`src/rtl/shift_reg_univ.sv`:
```
// -----------------------------------------------------------------------------
// shift_reg_univ
//   WIDTH-bit multi-mode storage/shift register with complementary outputs.
//   Operations (selected by i_mode while i_enable is low):
//     000 HOLD, 001 LOAD, 010 SHL, 011 SHR (logical), 100 ASR,
//     101 ROL, 110 ROR, 111 INV.
//   Logical shifts fill with i_sin; ASR fills with the old MSB. o_sout keeps
//   the last bit pushed out by the most recent shift that actually moved bits.
//
// Ports:
//   i_clck    clock, all state changes on the rising edge
//   i_reset   synchronous active-high reset, overrides everything
//   i_enable  active-low enable (1 = hold all state)
//   i_mode    operation select
//   i_d       parallel load data
//   i_amt     shift/rotate amount
//   i_sin     serial fill bit for logical shifts
//   q         register contents
//   qbar      registered complement of q
//   o_sout    last bit shifted out
//   o_zero    combinational, high when q is all zeros
// -----------------------------------------------------------------------------
module shift_reg_univ #(
  parameter int               WIDTH       = 8,
  parameter int               AMT_W       = 3,
  parameter logic [WIDTH-1:0] RESET_VALUE = '0
) (
  input  logic             i_clck,
  input  logic             i_reset,
  input  logic             i_enable,
  input  logic [2:0]       i_mode,
  input  logic [WIDTH-1:0] i_d,
  input  logic [AMT_W-1:0] i_amt,
  input  logic             i_sin,
  output logic [WIDTH-1:0] q,
  output logic [WIDTH-1:0] qbar,
  output logic             o_sout,
  output logic             o_zero
);

  localparam logic [2:0] M_HOLD = 3'b000;
  localparam logic [2:0] M_LOAD = 3'b001;
  localparam logic [2:0] M_SHL  = 3'b010;
  localparam logic [2:0] M_SHR  = 3'b011;
  localparam logic [2:0] M_ASR  = 3'b100;
  localparam logic [2:0] M_ROL  = 3'b101;
  localparam logic [2:0] M_ROR  = 3'b110;
  localparam logic [2:0] M_INV  = 3'b111;

  int               amt_n;     // amount as an integer
  int               rot_n;     // amount reduced mod WIDTH for rotates
  logic             amt_big;   // amount >= WIDTH (non power-of-two widths only)
  logic [WIDTH-1:0] shl_v, shr_v, asr_v, rol_v, ror_v;
  logic             shl_bit, shr_bit;
  logic [WIDTH-1:0] q_nxt;
  logic             sout_nxt;

  // Candidate results for every shape, built bit by bit from the current q.
  // i_amt < 2*WIDTH always holds, so one conditional subtract gives mod WIDTH.
  always_comb begin
    amt_n   = int'(i_amt);
    amt_big = (amt_n >= WIDTH);
    rot_n   = amt_big ? (amt_n - WIDTH) : amt_n;
    shl_v   = '0;
    shr_v   = '0;
    asr_v   = '0;
    rol_v   = '0;
    ror_v   = '0;
    shl_bit = 1'b0;
    shr_bit = 1'b0;
    for (int i = 0; i < WIDTH; i++) begin
      shl_v[i] = (i >= amt_n)         ? q[i - amt_n] : i_sin;
      shr_v[i] = (i + amt_n < WIDTH)  ? q[i + amt_n] : i_sin;
      asr_v[i] = (i + amt_n < WIDTH)  ? q[i + amt_n] : q[WIDTH-1];
      rol_v[i] = q[(i - rot_n + WIDTH) % WIDTH];
      ror_v[i] = q[(i + rot_n) % WIDTH];
      // Last bit leaving the MSB end (SHL) or LSB end (SHR/ASR).
      if (i == WIDTH - amt_n) shl_bit = q[i];
      if (i == amt_n - 1)     shr_bit = q[i];
    end
  end

  // Next-state selection. With i_enable high nothing below is consulted, so
  // unknown mode/data/amount inputs cannot reach q.
  always_comb begin
    q_nxt    = q;
    sout_nxt = o_sout;
    if (!i_enable) begin
      case (i_mode)
        M_HOLD: ;
        M_LOAD: q_nxt = i_d;
        M_SHL: begin
          if (amt_big) begin
            q_nxt    = {WIDTH{i_sin}};
            sout_nxt = 1'b0;
          end else if (amt_n != 0) begin
            q_nxt    = shl_v;
            sout_nxt = shl_bit;
          end
        end
        M_SHR: begin
          if (amt_big) begin
            q_nxt    = {WIDTH{i_sin}};
            sout_nxt = 1'b0;
          end else if (amt_n != 0) begin
            q_nxt    = shr_v;
            sout_nxt = shr_bit;
          end
        end
        M_ASR: begin
          if (amt_big) begin
            q_nxt    = {WIDTH{q[WIDTH-1]}};
            sout_nxt = 1'b0;
          end else if (amt_n != 0) begin
            q_nxt    = asr_v;
            sout_nxt = shr_bit;
          end
        end
        M_ROL:   q_nxt = rol_v;
        M_ROR:   q_nxt = ror_v;
        M_INV:   q_nxt = ~q;
        default: ;
      endcase
    end
  end

  // qbar is always loaded from the same source as q, so it can never drift.
  always_ff @(posedge i_clck) begin
    if (i_reset) begin
      q      <= RESET_VALUE;
      qbar   <= ~RESET_VALUE;
      o_sout <= 1'b0;
    end else begin
      q      <= q_nxt;
      qbar   <= ~q_nxt;
      o_sout <= sout_nxt;
    end
  end

  assign o_zero = (q == '0);

endmodule

```
`config.mk`:
```
export PLATFORM = sky130hd
export DESIGN_NAME = shift_reg_univ
export DESIGN_NICKNAME = d
export VERILOG_FILES = /design/src/rtl/shift_reg_univ.sv
export SDC_FILE = /design/constraint.sdc
export NUM_CORES = 1
export LEC_CHECK = 0
export ABC_AREA = 1
export BUFFER_PORTS_ARGS = -buffer_cell sky130_fd_sc_hd__buf_4
export CAP_MARGIN = 20
export CORE_MARGIN = 3
export CORE_UTILIZATION = 38
export DETAILED_ROUTE_END_ITERATION = 7
export GPL_TIMING_DRIVEN = 0
export RECOVER_POWER = 50
export SETUP_SLACK_MARGIN = 0.2
export SKIP_LAST_GASP = 1
export SLEW_MARGIN = 10
export SYNTH_ARGS = -nofsm -noshare
export SYNTH_HDL_FRONTEND = slang
export SYNTH_SLANG_ARGS = --single-unit
```
`constraint.sdc`:
```
create_clock -name i_clck -period 3.3 [get_ports i_clck]
set_clock_uncertainty 0.05 [all_clocks]
set_input_delay 0.66 -clock i_clck [delete_from_list [all_inputs] [get_ports i_clck]]
set_output_delay 0.66 -clock i_clck [all_outputs]
set_load 0.05 [all_outputs]
```
Yosys cells after proc, flatten, opt, wreduce, memory -nomap -nowiden:

Cells that the tools add are included.

* register bits: 17
* input port bits: 18
* output and inout port bits: 18

* $lt $le $gt $ge: 46
* equality and inequality tests: 23
* reduce and logical (&&, ||, !) cells: 22
* bitwise operators: 18
* mux-type cells: 132
* add/sub/neg operators: 25

Operator list (number)
* less-than comparator 32 x 5 -> 1 bit (second input constant): 14
* less-than comparator 4 x 5 -> 1 bit (second input constant): 23
* 2-to-1 mux 1 bit: 102
* binary-select mux 1 bit (select 3 bit): 24
* logical NOT 32 bit: 2
* case mux 8 bit (7 select lines): 1
* adder 4 x 5 -> 6 bit (second input constant): 8
* OR reduction 3 bit: 15
* 2-to-1 mux 8 bit: 4
* nonzero test 32 bit: 1
* == test 4 x 5 -> 1 bit (first input constant): 4
* adder 3 x 3 -> 4 bit (first input constant): 4
* == test 4 bit (first input constant): 4
* NOT 8 bit: 2
* subtractor 3 x 3 -> 4 bit (first input constant): 4
* == test 3 bit (second input constant): 4
* == test 3 x 5 -> 1 bit (first input constant): 2
* greater-or-equal comparator 3 bit (first input constant): 3
* adder 2 x 3 -> 4 bit (first input constant): 2
* bitwise AND 1 bit: 8
* == test 3 x 4 -> 1 bit (first input constant): 2
* logical NOT 8 bit: 1
* less-than comparator 3 x 4 -> 1 bit (second input constant): 2
* subtractor 1 x 3 -> 4 bit (first input constant): 2
* other kinds (18): 28

Depth between registers and ports, before layout:

* depth after elaboration: 12
* gate-level depth with buffers: 16
* mapped depth without buffers: 14

Worst setup path after synthesis:

Ideal clock, no wire load.

* path type: input -> register
* start: input i_amt[1]
* end: register qbar[7]
* setup slack: 494 ps
* arrival: 2635 ps
* path buffers: 3
* library setup time: 121 ps
* cell stages on the path: 14
* cells stage by stage: buf_2 -> clkinv_1 -> ha_1 -> ha_1 -> buf_2 -> inv_1 -> clkbuf_1 -> nand3_1 -> nand3_1 -> nand2_1 -> nand2_1 -> nand2_1 -> nand3_1 -> nand2_1

* cells in the longest elaborated chain, start to end: 9
* elaborated cells between the ends (all ways): 24

RTL lines
* from (decl): RTL line 33 `input logic [AMT_W-1:0] i_amt,`
* branches (longest 6 deep; another with less-than comparator 32 x 5 -> 1 bit)
* case mux 8 bit (7 select lines) *: RTL line 89 `case (i_mode)`
* 2-to-1 mux 8 bit *: RTL line 88 `if (!i_enable) begin`
* NOT 8 bit *: RTL line 135 `qbar <= ~q_nxt;`
* to (signal assigned): RTL line 131 `qbar <= ~RESET_VALUE;`
* to (signal assigned): RTL line 135
* to (decl): RTL line 36 `output logic [WIDTH-1:0] qbar,`

Mark *: on every way between the ends. The select of a mux whose other input is x is not followed.
A chain may end at the register's enable or synchronous reset.

Final worst setup path:

* start: input i_amt[2]
* end: register q[7]

* cells in the longest elaborated chain, start to end: 8
* elaborated cells between the ends (all ways): 23

RTL lines
* branches (longest 6 deep; another with less-than comparator 32 x 5 -> 1 bit)
* case mux 8 bit (7 select lines) *: RTL line 89
* 2-to-1 mux 8 bit *: RTL line 88
* to (signal assigned): RTL line 134 `q <= q_nxt;`
* to (decl): RTL line 35 `output logic [WIDTH-1:0] q,`

Marks and branches as above.

==> flow_metrics.env <==
export IMPL_finalCriticalPeriod_ns=2.86
export IMPL_wl_per_cell_um=15.7
export IMPL_path_class="input pin to flop"
export IMPL_drtIter0Drc=303
export IMPL_min_delay_path_depth=2
export IMPL_track_usage=0.244
export IMPL_crit_required_ns=3.42
export IMPL_final_cells=538
export IMPL_clk_pin_slew_worst_paths_ns=0.07
export IMPL_reg2reg_slack_ns=1.48
export IMPL_reg2reg_to="qbar[5]"
export IMPL_finalSetupViolCount=0
export IMPL_cts_path_max_buffers=2
export IMPL_gp_congestion=0.950
export IMPL_crit_arrival_ns=2.98
export IMPL_slew_limit_headroom=0.507
export IMPL_crit_fanout=13
export IMPL_clock_latency_ns=0.26
export IMPL_cp_num_buf_inv=5
export IMPL_critPathMostFrequentCell="nand2_1"
export IMPL_drc_errors=0
export IMPL_ir_drop_mv=0.190
export IMPL_postRouteAntennaNets=0
export IMPL_rows=27
export IMPL_rsz0062_at_grt="false"
export IMPL_endpoint_kind="flop"
export IMPL_cpMaxStageDelayCell="a21boi_0"
export IMPL_crit_family="buffers and inverters"
export IMPL_antenna_found_initial=0
export IMPL_netlist_instances=428
export IMPL_ctsHtreeMaxLevel=1
export IMPL_portBuffers=34
export IMPL_reg2reg_from="q[1]"
export IMPL_final_max_slew_viol_count=0
export IMPL_cts_sink_count=17
export IMPL_totalWireLength_mm=8.43
export IMPL_hold_path_endpoint="o_sout"
export IMPL_fin_util=0.461
export IMPL_drive_above_1_share=0.0708
export IMPL_grt_pass1_wl_mm=13.8
export IMPL_hold_path_startpoint="o_sout"
export IMPL_ys_seq_area_frac=0.150
export IMPL_avgSynthCellArea_um2=5.30
export IMPL_finalHoldViolations=0
export IMPL_first_pass_iters=5
export IMPL_hp_class="flop to flop"
export IMPL_cts_root_buf="clkbuf_8"
export IMPL_ys_types=21
export IMPL_num_vias=3004
export IMPL_diodes=0
export IMPL_viasPerCell=5.58
export IMPL_netlist_area_mm2=0.00227
export IMPL_ys_seq_elements=17
export IMPL_grt_overflow=0
export IMPL_slowest_delay_ns=0.50
export IMPL_cap_viol_max_count=0
export IMPL_synthesis_nets=463
export IMPL_start_util=0.402
export IMPL_leakage_nw=1.36
export IMPL_die_h_um=83.2
export IMPL_ios=36
export IMPL_powerDensity_mw_per_mm2=328
export IMPL_max_freq_mhz=349
export IMPL_worstSetupStartpointType="input pin"
export IMPL_cts_buffers=3
export IMPL_cts_tree="done"
export IMPL_grt_max_degree=16
export IMPL_ys_warn_count=0
export IMPL_final_net_count=502
export IMPL_die_area_mm2=0.00693
export IMPL_grt_pass1_vias=2801
export IMPL_fin_crit_sh=0.867
export IMPL_synthToLayoutAreaGrowth_pct=14.6
export IMPL_worst_pin_slew_ns=0.734
export IMPL_core_mm2=0.00564
export IMPL_fp_dieW_um=83.2
export IMPL_outcome="complete, no violations"
export IMPL_placed_cells=534
export IMPL_reg2reg_depth=9
export IMPL_dp_hpwl_mm=6.56
export IMPL_path_cells="buf_4, buf_2, clkinv_1, ha_1, a21boi_0, nand2_1, nand3b_1, nand2_1, inv_1, nor2_1, nand3_1, nand2_1, inv_1"
-- layout by cell type (no fill, tap or decap), types with 6 or more instances in the layout --
| cell type | n |
|---|---|
| o21ai_0 | 17 |
| nand2_1 | 144 |
| ha_1 | 17 |
| buf_2 | 6 |
| dfxtp_1 | 17 |
| buf_4 | 17 |
| inv_1 | 44 |
| nor2_1 | 35 |
| clkbuf_1 | 20 |
| a21oi_1 | 36 |
| nand3_1 | 86 |
-- registers in the layout (all words and copies together) (netlist names) --
name    flops
q           8
o_sout      1
qbar        8
-- metrics by stage --
step                TNS (ns)  cell area (um2)  setup slack, ns  power, mW  hold slack (ns)
floorplan                  0             2270            0.494      0.558            0.636
global placement       -3.01             2610           -0.269      0.701            0.417
detailed placement     -3.22             2610           -0.301      0.701            0.418
CTS                        0             2660            0.265      0.864            0.429
global route               0             2600            0.254      0.917            0.472
finish                     0             2600            0.438      0.853            0.419
-- cell families after synthesis --
kind of cell	count (synthesis)	synth area share
adder cells (fa/ha/maj)	17	0.0938
flip-flops	17	0.150
AO/OA/AOI/OAI	60	0.140
buffers and inverters	58	0.0993
AND/OR/NAND/NOR	276	0.517
-- worst max path at each step --
stage | from | end | slack [ns] | cells past startpoint
floorplan | i_amt[1] | qbar[7] | 0.49 | 14
global placement | i_amt[1] | qbar[7] | -0.27 | 15
CTS | i_amt[1] | qbar[7] | 0.26 | 15
finish | i_amt[2] | q[7] | 0.44 | 13
global route | i_amt[2] | q[7] | 0.25 | 13
detailed placement | i_amt[1] | qbar[7] | -0.30 | 15
-- cell type report --
class                      instances  area [um2]
multi-input combinational        353        1700
tap                               72        90.1
buffer                            10        47.5
clock buffer                       4        45.0
fill                             641        3040
inverter                          48         183
sequential                        17         340
timing repair buffer              34         191
-- synthesized netlist by cell type --
| library cell | number | area, um2 |
|---|---|---|
| a21boi_0 | 3 | 22.5 |
| a21oi_1 | 36 | 180 |
| a21oi_2 | 1 | 8.76 |
| buf_2 | 6 | 30.0 |
| clkbuf_1 | 4 | 15.0 |
| clkinv_1 | 3 | 11.3 |
| dfxtp_1 | 17 | 340 |
| ha_1 | 17 | 213 |
| inv_1 | 44 | 165 |
| inv_2 | 1 | 3.75 |
| nand2_1 | 144 | 541 |
| nand3_1 | 86 | 430 |
| nand3b_1 | 1 | 7.51 |
| nand4_1 | 4 | 25.0 |
| nor2_1 | 35 | 131 |
| nor3_1 | 4 | 20.0 |
| nor3_2 | 1 | 10.0 |
| o21ai_0 | 17 | 85.1 |
| o21bai_1 | 2 | 15.0 |
| o22ai_1 | 1 | 6.26 |
| or2_2 | 1 | 6.26 |
-- timing repair --
item,CTS,global route
gates resized for setup,1,5
hold buffers,0,0
setup buffers,0,0
gates cloned,0,0
endpoints found under the setup margin,17,16
-- layer usage --
metal / share of wire / vias to the layer above / GRT usage
met5: 0 / - / 0
met4: 0.031 / 0 / 0.0713
met3: 0.077 / 25 / 0.0407
met2: 0.43 / 128 / 0.388
met1: 0.46 / 1363 / 0.337
li1: - / 1488 / -
-- worst register-to-register path, delay by kind of cell, from the launching register on --
kind,cells,cell delay [ns]
AOI/OAI and AO/OA,2,0.28
and+or+nand+nor,7,0.71
DFF,1,0.62
-- power breakdown --
group / total, mW / internal [mW] / switching [mW]
clock: 0.163 / 0.0860 / 0.0768
combinational: 0.439 / 0.123 / 0.315
sequential: 0.252 / 0.224 / 0.0281
(Power assumes the default switching activity.)
